==> src/rtl/ram_access_arbiter_pkg.sv <==
// Shared state encoding, port indices and default widths for the RAM access arbiter.
package ram_access_arbiter_pkg;

    localparam int ADDR_W_DEF = 4;
    localparam int DATA_W_DEF = 8;

    localparam int PORT_C = 0;
    localparam int PORT_L = 1;

    typedef enum logic [1:0] {
        ST_IDLE   = 2'd0,
        ST_ACCESS = 2'd1,
        ST_WAIT   = 2'd2,
        ST_ACK    = 2'd3
    } state_e;

endpackage

==> src/rtl/ram_access_arbiter_rr_arb2.sv <==
// Combinational two-way round-robin pick: on contention the port not served last wins.
module rr_arb2
    import ram_access_arbiter_pkg::*;
(
    input  logic [1:0] elig,
    input  logic       last_l,
    output logic [1:0] pick
);

    // NOTE: every output of a combinational block gets a default first so no path infers a latch.
    always_comb begin
        pick = elig;
        if (elig == 2'b11) begin
            pick = 2'b00;
            if (last_l) begin
                pick[PORT_C] = 1'b1;
            end else begin
                pick[PORT_L] = 1'b1;
            end
        end
    end

endmodule

==> src/rtl/ram_access_arbiter.sv <==
// Shares one single-port synchronous RAM between the CPU (C) and the loader (L),
// sequencing each access through ACCESS, an optional read WAIT, and a one-cycle ACK.
module ram_access_arbiter
    import ram_access_arbiter_pkg::*;
#(
    parameter int                ADDR_W    = ADDR_W_DEF,
    parameter int                DATA_W    = DATA_W_DEF,
    parameter logic [ADDR_W-1:0] PROT_BASE = ADDR_W'(12)
) (
    input  logic              SysClock,
    input  logic              ResetN,
    input  logic              CReq,
    input  logic              CWe,
    input  logic [ADDR_W-1:0] CAddr,
    input  logic [DATA_W-1:0] CWdata,
    output logic              CAck,
    output logic [DATA_W-1:0] CRdata,
    output logic              CErr,
    input  logic              LReq,
    input  logic              LWe,
    input  logic [ADDR_W-1:0] LAddr,
    input  logic [DATA_W-1:0] LWdata,
    output logic              LAck,
    output logic [DATA_W-1:0] LRdata,
    input  logic              LoaderOnly,
    input  logic              WrProt,
    output logic [1:0]        Gnt,
    output logic [ADDR_W-1:0] RamAddr,
    output logic [DATA_W-1:0] RamData,
    output logic              RamWren,
    input  logic [DATA_W-1:0] RamQ
);

    state_e              state_q, state_d;
    logic                owner_l_q, owner_l_d;
    logic                last_l_q, last_l_d;
    logic                we_q, we_d;
    logic                supp_q, supp_d;
    logic [ADDR_W-1:0]   ram_addr_q, ram_addr_d;
    logic [DATA_W-1:0]   ram_data_q, ram_data_d;
    logic [DATA_W-1:0]   c_rdata_q, c_rdata_d;
    logic [DATA_W-1:0]   l_rdata_q, l_rdata_d;
    logic [1:0]          elig;
    logic [1:0]          pick;

    always_comb begin
        elig         = 2'b00;
        elig[PORT_C] = CReq & ~LoaderOnly;
        elig[PORT_L] = LReq;
    end

    rr_arb2 u_rr_arb2 (
        .elig   (elig),
        .last_l (last_l_q),
        .pick   (pick)
    );

    // NOTE: sequential state uses non-blocking assignments so every flop samples pre-edge values.
    // NOTE: the read-data holding registers are plain flops and are reset; the RAM array lives outside and is not.
    always_ff @(posedge SysClock or negedge ResetN) begin
        if (!ResetN) begin
            state_q    <= ST_IDLE;
            owner_l_q  <= 1'b0;
            last_l_q   <= 1'b1;
            we_q       <= 1'b0;
            supp_q     <= 1'b0;
            ram_addr_q <= '0;
            ram_data_q <= '0;
            c_rdata_q  <= '0;
            l_rdata_q  <= '0;
        end else begin
            state_q    <= state_d;
            owner_l_q  <= owner_l_d;
            last_l_q   <= last_l_d;
            we_q       <= we_d;
            supp_q     <= supp_d;
            ram_addr_q <= ram_addr_d;
            ram_data_q <= ram_data_d;
            c_rdata_q  <= c_rdata_d;
            l_rdata_q  <= l_rdata_d;
        end
    end

    always_comb begin
        state_d = state_q;
        unique case (state_q)
            ST_IDLE:   if (pick != 2'b00) state_d = ST_ACCESS;
            ST_ACCESS: state_d = we_q ? ST_ACK : ST_WAIT;
            ST_WAIT:   state_d = ST_ACK;
            ST_ACK:    state_d = ST_IDLE;
            default:   state_d = ST_IDLE;
        endcase
    end

    // Winner's request is latched at grant time, so later input changes cannot disturb the access.
    always_comb begin
        owner_l_d  = owner_l_q;
        last_l_d   = last_l_q;
        we_d       = we_q;
        supp_d     = supp_q;
        ram_addr_d = ram_addr_q;
        ram_data_d = ram_data_q;
        c_rdata_d  = c_rdata_q;
        l_rdata_d  = l_rdata_q;
        if (state_q == ST_IDLE && pick != 2'b00) begin
            owner_l_d  = pick[PORT_L];
            last_l_d   = pick[PORT_L];
            we_d       = pick[PORT_L] ? LWe : CWe;
            ram_addr_d = pick[PORT_L] ? LAddr : CAddr;
            ram_data_d = pick[PORT_L] ? LWdata : CWdata;
            supp_d     = pick[PORT_C] & CWe & WrProt & (CAddr >= PROT_BASE);
        end
        if (state_q == ST_WAIT) begin
            if (owner_l_q) begin
                l_rdata_d = RamQ;
            end else begin
                c_rdata_d = RamQ;
            end
        end
    end

    always_comb begin
        Gnt     = 2'b00;
        CAck    = 1'b0;
        LAck    = 1'b0;
        CErr    = 1'b0;
        RamWren = 1'b0;
        if (state_q != ST_IDLE) begin
            Gnt[PORT_L] = owner_l_q;
            Gnt[PORT_C] = ~owner_l_q;
        end
        if (state_q == ST_ACCESS) begin
            RamWren = we_q & ~supp_q;
        end
        if (state_q == ST_ACK) begin
            LAck = owner_l_q;
            CAck = ~owner_l_q;
            CErr = ~owner_l_q & supp_q;
        end
    end

    assign RamAddr = ram_addr_q;
    assign RamData = ram_data_q;
    assign CRdata  = c_rdata_q;
    assign LRdata  = l_rdata_q;

endmodule
==> config.mk <==
export PLATFORM = sky130hd
export DESIGN_NAME = ram_access_arbiter
export DESIGN_NICKNAME = d
export VERILOG_FILES = /design/src/rtl/ram_access_arbiter_pkg.sv /design/src/rtl/ram_access_arbiter_rr_arb2.sv /design/src/rtl/ram_access_arbiter.sv
export SDC_FILE = /design/constraint.sdc
export NUM_CORES = 1
export LEC_CHECK = 0
export CAP_MARGIN = 40
export CORE_MARGIN = 4
export CORE_UTILIZATION = 30
export DETAILED_ROUTE_END_ITERATION = 10
export GPL_ROUTABILITY_DRIVEN = 0
export SLEW_MARGIN = 25
export SYNTH_ARGS = -nofsm -noshare
export SYNTH_HDL_FRONTEND = slang
export SYNTH_HIERARCHICAL = 1
export SYNTH_SLANG_ARGS = --single-unit
export TNS_END_PERCENT = 5
==> constraint.sdc <==
create_clock -name SysClock -period 2.1 [get_ports SysClock]
set_clock_uncertainty 0.2 [all_clocks]
set_input_delay 0.42 -clock SysClock [delete_from_list [all_inputs] [get_ports SysClock]]
set_output_delay 0.42 -clock SysClock [all_outputs]
set_load 0.005 [all_outputs]
==> results of run 1 <==
registers in the layout (all words and copies together), names as in the netlist, 2 cells and up:
signal and count:
CRdata 8, LRdata 8, RamData 8, RamAddr 4, state_q 2
cells by family (layout without fill, tap and decap cells):
| group | Yosys count | after routing | synth area share (%) |
|---|---|---|---|
| flip-flops | 34 | 34 | 52.5 |
| AND/OR/NAND/NOR | 13 | 13 | 4.62 |
| adder cells (fa/ha/maj) | 4 | 4 | 3.08 |
| AO/OA/AOI/OAI | 9 | 9 | 4.70 |
| buffers and inverters | 8 | 93 | 3.70 |
| multiplexers | 43 | 43 | 31.4 |
where the power goes:
group          internal [mW]  switching (mW)  total (mW)
Sequential             0.997           0.196        1.19
Clock                  0.355           0.224       0.579
Combinational           1.09           0.508        1.59
Total                   2.44           0.927        3.37
Yosys cell counts (all sizes together):
cell | number | area, um^2
nor2b | 3 | 18.8
a21boi | 2 | 15.0
inv | 3 | 11.3
nor3b | 1 | 12.5
a22o | 2 | 17.5
nor2 | 2 | 7.51
ha | 4 | 50.1
a21oi | 1 | 5.00
nand4 | 1 | 6.26
and2 | 2 | 12.5
mux2 | 43 | 510
o21bai | 1 | 7.51
nand2b | 1 | 6.26
dfstp | 1 | 26.3
buf | 5 | 48.8
dfrtp | 33 | 826
o2bb2ai | 1 | 8.76
nand2 | 3 | 11.3
o22ai | 1 | 6.26
o21ai | 1 | 16.3
worst reg2reg max path, cell delays in order (launching register included):
cell	delay (ps)
dfstp_2	380
a21boi_2	280
buf_12	200
mux2_2	340
mux2_2	270
per-stage QoR:
step	hold WS (ps)	power, mW	TNS (ps)	area (um^2)
after global placement	274	2.77	-2940	2460
after global routing	316	3.63	-122	2590
after detailed placement	290	2.82	-3240	2460
after floorplan	-75.6	1.90	0	1620
final	300	3.37	0	2590
after CTS	306	3.43	-125	2580
layer usage:
layer	GRT usage [%]	vias to the layer above
met1	14.2	537
met2	18.9	68
met4	2.99	0
met3	6.03	4
met5	0	-
li1	-	561
worst max-delay path by stage:
| stage | cells after the start | slack [ps] | endpoint |
|---|---|---|---|
| 6_report | 6 | 30 | RamData[5]$_DFFE_PN0P_ |
| 3_3_place_gp | 6 | -230 | RamData[3]$_DFFE_PN0P_ |
| 4_1_cts | 4 | -110 | Gnt[0] |
| 3_5_place_dp | 6 | -270 | RamData[5]$_DFFE_PN0P_ |
| 2_1_floorplan | 6 | 210 | RamAddr[0]$_DFFE_PN0P_ |
| 5_1_grt | 6 | -30 | RamData[5]$_DFFE_PN0P_ |
layout make-up:
class                      instances  area (um^2)
fill                             456         2580
tap                               70         87.6
clock buffer                       7         76.3
timing repair buffer              82          810
clock inverter                     1         30.0
inverter                           3         11.3
multi-input combinational         69          727
sequential                        34          852
repair_timing:
item	4_1_cts	5_1_grt
buffers inserted	2	0
resized for setup	7	6
hold buffers	0	0
setup endpoints to repair	6	8
hold endpoints to repair	0	0
pin swaps	0	1
==> metrics.sh, run 1 <==
OUTCOME='finished clean'
ANTENNA_FOUND_INITIAL=0
WORST_HOLD_STARTPOINT='CRdata[1]$_DFFE_PN0P_'
ROUTED_WIRE_LENGTH_PER_INSTANCE_UM=13.8
VIA_COUNT=1170
DRV.MAX_CAP_VIOLATION_COUNT=0
WHS_PATH_DEPTH=1
WORST_HOLD_PATH_TYPE='flip-flop to flip-flop'
CRIT_ARRIVAL_PS=2040
REG2REG_DEPTH=4
CRIT_CHAIN='clkdlybuf4s50_1 > nor2b_1 > a21boi_2 > buf_12 > mux2_2 > mux2_2'
NUM_ROWS=26
TOTAL_LENGTH_OF_ROUTED_WIRES_UM=3670
LAYOUT_SETUP_WS_PS=35.0
DESIGN.FINAL.NETS=239
CRIT_PATH_FREQUENT_CELL='mux2_2'
NUMCLOCKSINKS=34
POWER_DENSITY_nW_PER_UM2=1300
DIE_H_UM=81.6
ROUTE.TOP_LAYER_USED='met4'
HOLD_VIOL_FINAL=0
CLK-INSERTION-DELAY-LATE_PS=280
WORST_SETUP_PATH_START_KIND='input pin'
YOSYS_REGISTER_BITS=34
FP.COREAREA_UM2=5170
PORT_BUFFERS=73
SLEW-LIMIT-HEADROOM_PCT=70.8
MET1WIRELENGTH_UM=1550
CRITICAL_PATH.REG2REG.STARTPOINT='last_l_q$_DFFE_PN1P_'
GRT_SETUP_UNREPAIRED='yes'
AREA_GROWTH_SYN_TO_LAYOUT_PCT=59.7
WORST-PATH-MAX-FANOUT=13
GLOBALROUTETOTALUTIL_PCT=11.9
WORST-SETUP-PATH-TYPE='input pin to flip-flop'
REGTOREGSETUPSLACK_PS=320
VIAS_PER_CELL=4.40
SYNTH_SEQ_AREA_SHARE_PCT=52.5
LAYOUT_COMMON_CELLS='clkdlybuf4s50_1 (67), mux2_2 (34), dfrtp_1 (33), mux2_4 (8), buf_4 (8)'
PRE_CTS_WS_PS=-273
CRITICAL_PATH_REQUIRED_PS=2070
PLACE.DETAILED.INSTANCES=256
PATH_DELAY_FAMILY='multiplexers'
FLOORPLAN.DIE_AREA_UM2=6650
DRTPASS1ITERATIONS=2
FIRST_GLOBAL_VIAS=1269
CLOCK_PATH_BUFFERS=2
DRT_ITER0_MARKERS=8
WL_MET2_UM=1600
LARGEST_NET_DEGREE_AT_THE_START_OF_GLOBAL_ROUTING=35
DP_HPWL_UM=2900
IOS=74
SETUP.WORST_PATH.END_CLASS='flip-flop'
TIGHTEST_SLEW_PS=439
ANTENNA_VIOLATING_NETS_POST_ROUTE=0
PERIOD_NEEDED_PS=2070
WORSTREG2REGEND='RamData[5]$_DFFE_PN0P_'
BUF_INV_ON_CP=2
VDD_IR_DROP_MAX_V=0.000531
CLK_ROOT_BUFFER_CELL='clkbuf_8'
CRITICAL_PATH.STARTPOINT='CReq'
MAXSLEWVIOLCOUNT=0
SYNTH.CELL_AREA_UM2=1620
LEAKAGE_POWER_SUMMED_OVER_ALL_CELLS_nW=1.12
WL_MET3_UM=484
FINAL_UTIL_PCT=50.1
FINALSETUPVIOLATIONS=0
CPPEAKSTAGEDELAY_PS=380
AVG_CELL_AREA_SYN_UM2=14.6
CTS_HTREE_LEVELS=2
GRT_OVERFLOW=0
POST-ROUTE-DRC-COUNT=0
ACHIEVABLE-FREQUENCY_GHz=0.484
FINAL_MIN_PERIOD_OVER_CLOCK_PERIOD_PCT=98.3
POSTSYNTHNETCOUNT=155
CTS_INSERTED_BUFFERS=5
YOSYS_WARNINGS=6
GRT_FIRST_PASS_WIRELENGTH_UM=6030
INITIAL_CORE_UTIL_PCT=31.4
POSTSYNTHCELLCOUNT=111
LAYOUT.CELLS.MOST_COMMON='clkdlybuf4s50_1'
LAYOUT-DRIVE-GT1-SHARE_PCT=33.2
DIE_X_UM=81.6
MIN_TO='CRdata[1]$_DFFE_PN0P_'
CLK_PIN_SLEW_WORST_PATHS_PS=70
CRIT_SLOWEST_CELL='clkdlybuf4s50_1'
INSERTEDDIODECOUNT=0
FINAL_CELLS=266
NETLIST-CELL-TYPE-COUNT=26
CTS_TREE='done'
Note: power is estimated with default switching activity, not from simulation.
==> run 2, diff against run 1 <==
Settings changed: HOLD_SLACK_MARGIN from default to 0.08, REMOVE_ABC_BUFFERS from default to 1.
==> run 2 against run 1 <==
- non-clock buffer count grew 1
- register-to-register slack hardly changed
- first-iteration DRC count increased by 130%
- global-route usage about the same
- largest cell class unchanged
- maximum frequency down 0.82%
- setup slack lost 17 ps
- critical path type unchanged
==> metrics.sh, run 2 (synthesis gave the netlist of run 1 again) <==
FINAL_CELLS=267  # +0.38%
CRIT_SLOWEST_CELL='clkdlybuf4s50_1'
ROUTED_WIRE_LENGTH_PER_INSTANCE_UM=14.2  # +3.1%
NUMCLOCKSINKS=34  # unchanged
CLK_ROOT_BUFFER_CELL='clkbuf_8'
LAYOUT.FILLER_CELLS=450  # -1.3%
HOLD_VIOL_FINAL=0  # unchanged
POWER_SWITCHING_SHARE_PCT=28.0  # +0.48 points
ANTENNA_VIOLATING_NETS_POST_ROUTE=0  # unchanged
GRT_SETUP_UNREPAIRED='yes'
CRIT_CHAIN='clkdlybuf4s50_1 > nor2b_1 > a21boi_2 > buf_12 > mux2_2 > mux2_2'
LAYOUT.CELLS.MOST_COMMON='clkdlybuf4s50_1'
CTS_HTREE_LEVELS=2  # unchanged
CPPEAKSTAGEDELAY_PS=390  # about the same
DIE_X_UM=81.6  # unchanged
INSERTEDDIODECOUNT=0  # unchanged
GRT_FIRST_PASS_WIRELENGTH_UM=5850  # -3.0%
INTPOWER_mW=2.45  # +0.26%
FINAL_MIN_PERIOD_OVER_CLOCK_PERIOD_PCT=99.1  # +0.82 points
CRIT_PATH_FREQUENT_CELL='mux2_2'
LARGEST_NET_DEGREE_AT_THE_START_OF_GLOBAL_ROUTING=35  # unchanged
TOTAL_POWER_mW=3.40  # +0.93%
VIAS_PER_CELL=4.39  # -0.29%
AREA_GROWTH_SYN_TO_LAYOUT_PCT=60.8
LAYOUT_COMMON_CELLS='clkdlybuf4s50_1 (67), mux2_2 (35), dfrtp_1 (33), buf_4 (8), mux2_4 (7)'
P_SWITCHING_mW=0.952  # +2.7%
POWER_FRAC_SEQ_PCT=35.3  # about the same
ANTENNA_FOUND_INITIAL=0  # unchanged
MAXSLEWVIOLCOUNT=0  # unchanged
VDD_IR_DROP_MAX_V=0.000621  # +17%
IOS=74  # unchanged
CTS_INSERTED_BUFFERS=5  # unchanged
POSTCTSHOLDBUFS=0  # unchanged
PERIOD_NEEDED_PS=2080  # +17.1 ps
WORST_SETUP_PATH_START_KIND='input pin'
TIGHTEST_SLEW_PS=429  # -9.55 ps
DRTPASS1ITERATIONS=4  # +2
CLK-INSERTION-DELAY-LATE_PS=280  # about the same
POST-ROUTE-DRC-COUNT=0  # unchanged
DP_HPWL_UM=2930  # +1.0%
PWR-SHARE-CLK_PCT=17.2  # about the same
GLOBALROUTETOTALUTIL_PCT=11.9  # +0.040 points
GRT_OVERFLOW=0  # unchanged
DESIGN.FINAL.NETS=240  # +0.42%
CRITICAL_PATH_REQUIRED_PS=2070  # about the same
PLACE.DETAILED.INSTANCES=258  # +0.78%
LAYOUT-DRIVE-GT1-SHARE_PCT=34.0  # +0.85 points
OUTCOME='finished clean'
FLOORPLAN.DIE_AREA_UM2=6650  # unchanged
DRV.MAX_CAP_VIOLATION_COUNT=0  # unchanged
FIRST_GLOBAL_VIAS=1241  # -2.2%
CLOCK_PATH_BUFFERS=2  # unchanged
CLK_PIN_SLEW_WORST_PATHS_PS=70  # about the same
NUM_ROWS=26  # unchanged
ACHIEVABLE-FREQUENCY_GHz=0.480  # -0.82%
FINALSETUPVIOLATIONS=0  # unchanged
VIA_COUNT=1171  # +0.085%
INITIAL_CORE_UTIL_PCT=31.4  # unchanged
SETUP.WORST_PATH.END_CLASS='flip-flop'
PORT_BUFFERS=73  # unchanged
CTS_TREE='done'
WORST_HOLD_PATH_TYPE='flip-flop to flip-flop'
DIE_H_UM=81.6  # unchanged
TOTAL_LENGTH_OF_ROUTED_WIRES_UM=3800  # +3.5%
COMB_POWER_SHARE_PCT=47.5  # about the same
LEAKAGE_POWER_SUMMED_OVER_ALL_CELLS_nW=1.13  # +1.6%
TOTALNEGATIVESETUPSLACK_PS=0  # unchanged
DRT_ITER0_MARKERS=18  # +10
POWER_DENSITY_nW_PER_UM2=1300  # +0.25%
SLEW-LIMIT-HEADROOM_PCT=71.4  # +0.64 points
FP.COREAREA_UM2=5170  # unchanged
WORST-SETUP-PATH-TYPE='input pin to flip-flop'
WORST-PATH-MAX-FANOUT=11  # -2
CRIT_ARRIVAL_PS=2050  # about the same
run 2: changes by cell type in the layout (fill, tap and decap cells not counted):
| cell | change |
|---|---|
| clkdlybuf4s15_1 | -1 |
| inv_1 | +1 |
| inv_2 | -1 |
| clkinv_2 | +2 |
| clkbuf_1 | -2 |
| mux2_2 | +1 |
| dlygate4sd2_1 | +1 |
| buf_12 | +1 |
| mux2_4 | -1 |
run 2: cell type report:
type | instances | area, um^2 | share of cell area, %
Tap cell | 70 | 87.6 | 3.35
Multi-Input combinational cell | 69 | 723 | 27.7
Clock buffer | 5 | 68.8 | 2.64
Sequential cell | 34 | 852 | 32.6
Timing Repair Buffer | 83 | 828 | 31.7
Inverter | 3 | 11.3 | 0.431
Clock inverter | 3 | 40.0 | 1.53
run 2: final timing paths:
kind / start / endpoint / slack [ps] / cells past startpoint
max in group asynchronous: ResetN / last_l_q$_DFFE_PN1P_ / 1020 / 2
worst min-delay path: LRdata[0]$_DFFE_PN0P_ / LRdata[0]$_DFFE_PN0P_ / 310 / 1
min in group asynchronous: ResetN / LRdata[1]$_DFFE_PN0P_ / 350 / 2
worst min register to register: LRdata[0]$_DFFE_PN0P_ / LRdata[0]$_DFFE_PN0P_ / 310 / 1
worst max register to register: last_l_q$_DFFE_PN1P_ / RamData[5]$_DFFE_PN0P_ / 320 / 4
worst max-delay path: CReq / RamData[5]$_DFFE_PN0P_ / 20 / 6
run 2: worst max-delay path: cells and delay by family:
kind	cells	cell delay (ps)
buf+inv	2	580
compound gates	1	310
simple gates	1	150
mux	2	590
run 2: per-stage QoR:
stage	setup slack (ps)	hold WS [ps]	cell area (um^2)	util, %
3_3_place_gp	-250	279	2490	48.1
6_report	17.9	307	2610	50.5
3_5_place_dp	-297	291	2490	48.1
4_1_cts	-20.2	308	2610	50.4
5_1_grt	-43.4	328	2610	50.5
2_1_floorplan	-1150	-75.6	1580	-
run 2: power groups by stage:
stage               Combinational [mW]  Clock [mW]  Sequential [mW]
floorplan                        0.677           0             1.20
global placement                  1.61           0             1.19
detailed placement                1.65           0             1.21
CTS                               1.65       0.607             1.20
global route                      1.76       0.640             1.24
finish                            1.61       0.586             1.20
run 2: timing repair:
action / in CTS / in global routing
endpoints found under the setup margin: 6 / 8
gates resized for setup: 8 / 2
pin swaps: 0 / 1
setup buffers: 1 / 0
run 2: per-layer routing:
| metal | share of wire [%] | vias up | track usage [%] |
|---|---|---|---|
| met2 | 43 | 65 | 18.9 |
| li1 | - | 560 | - |
| met4 | 1.2 | 0 | 3.99 |
| met5 | 0 | - | 0 |
| met3 | 13 | 7 | 5.92 |
| met1 | 43 | 539 | 14.0 |
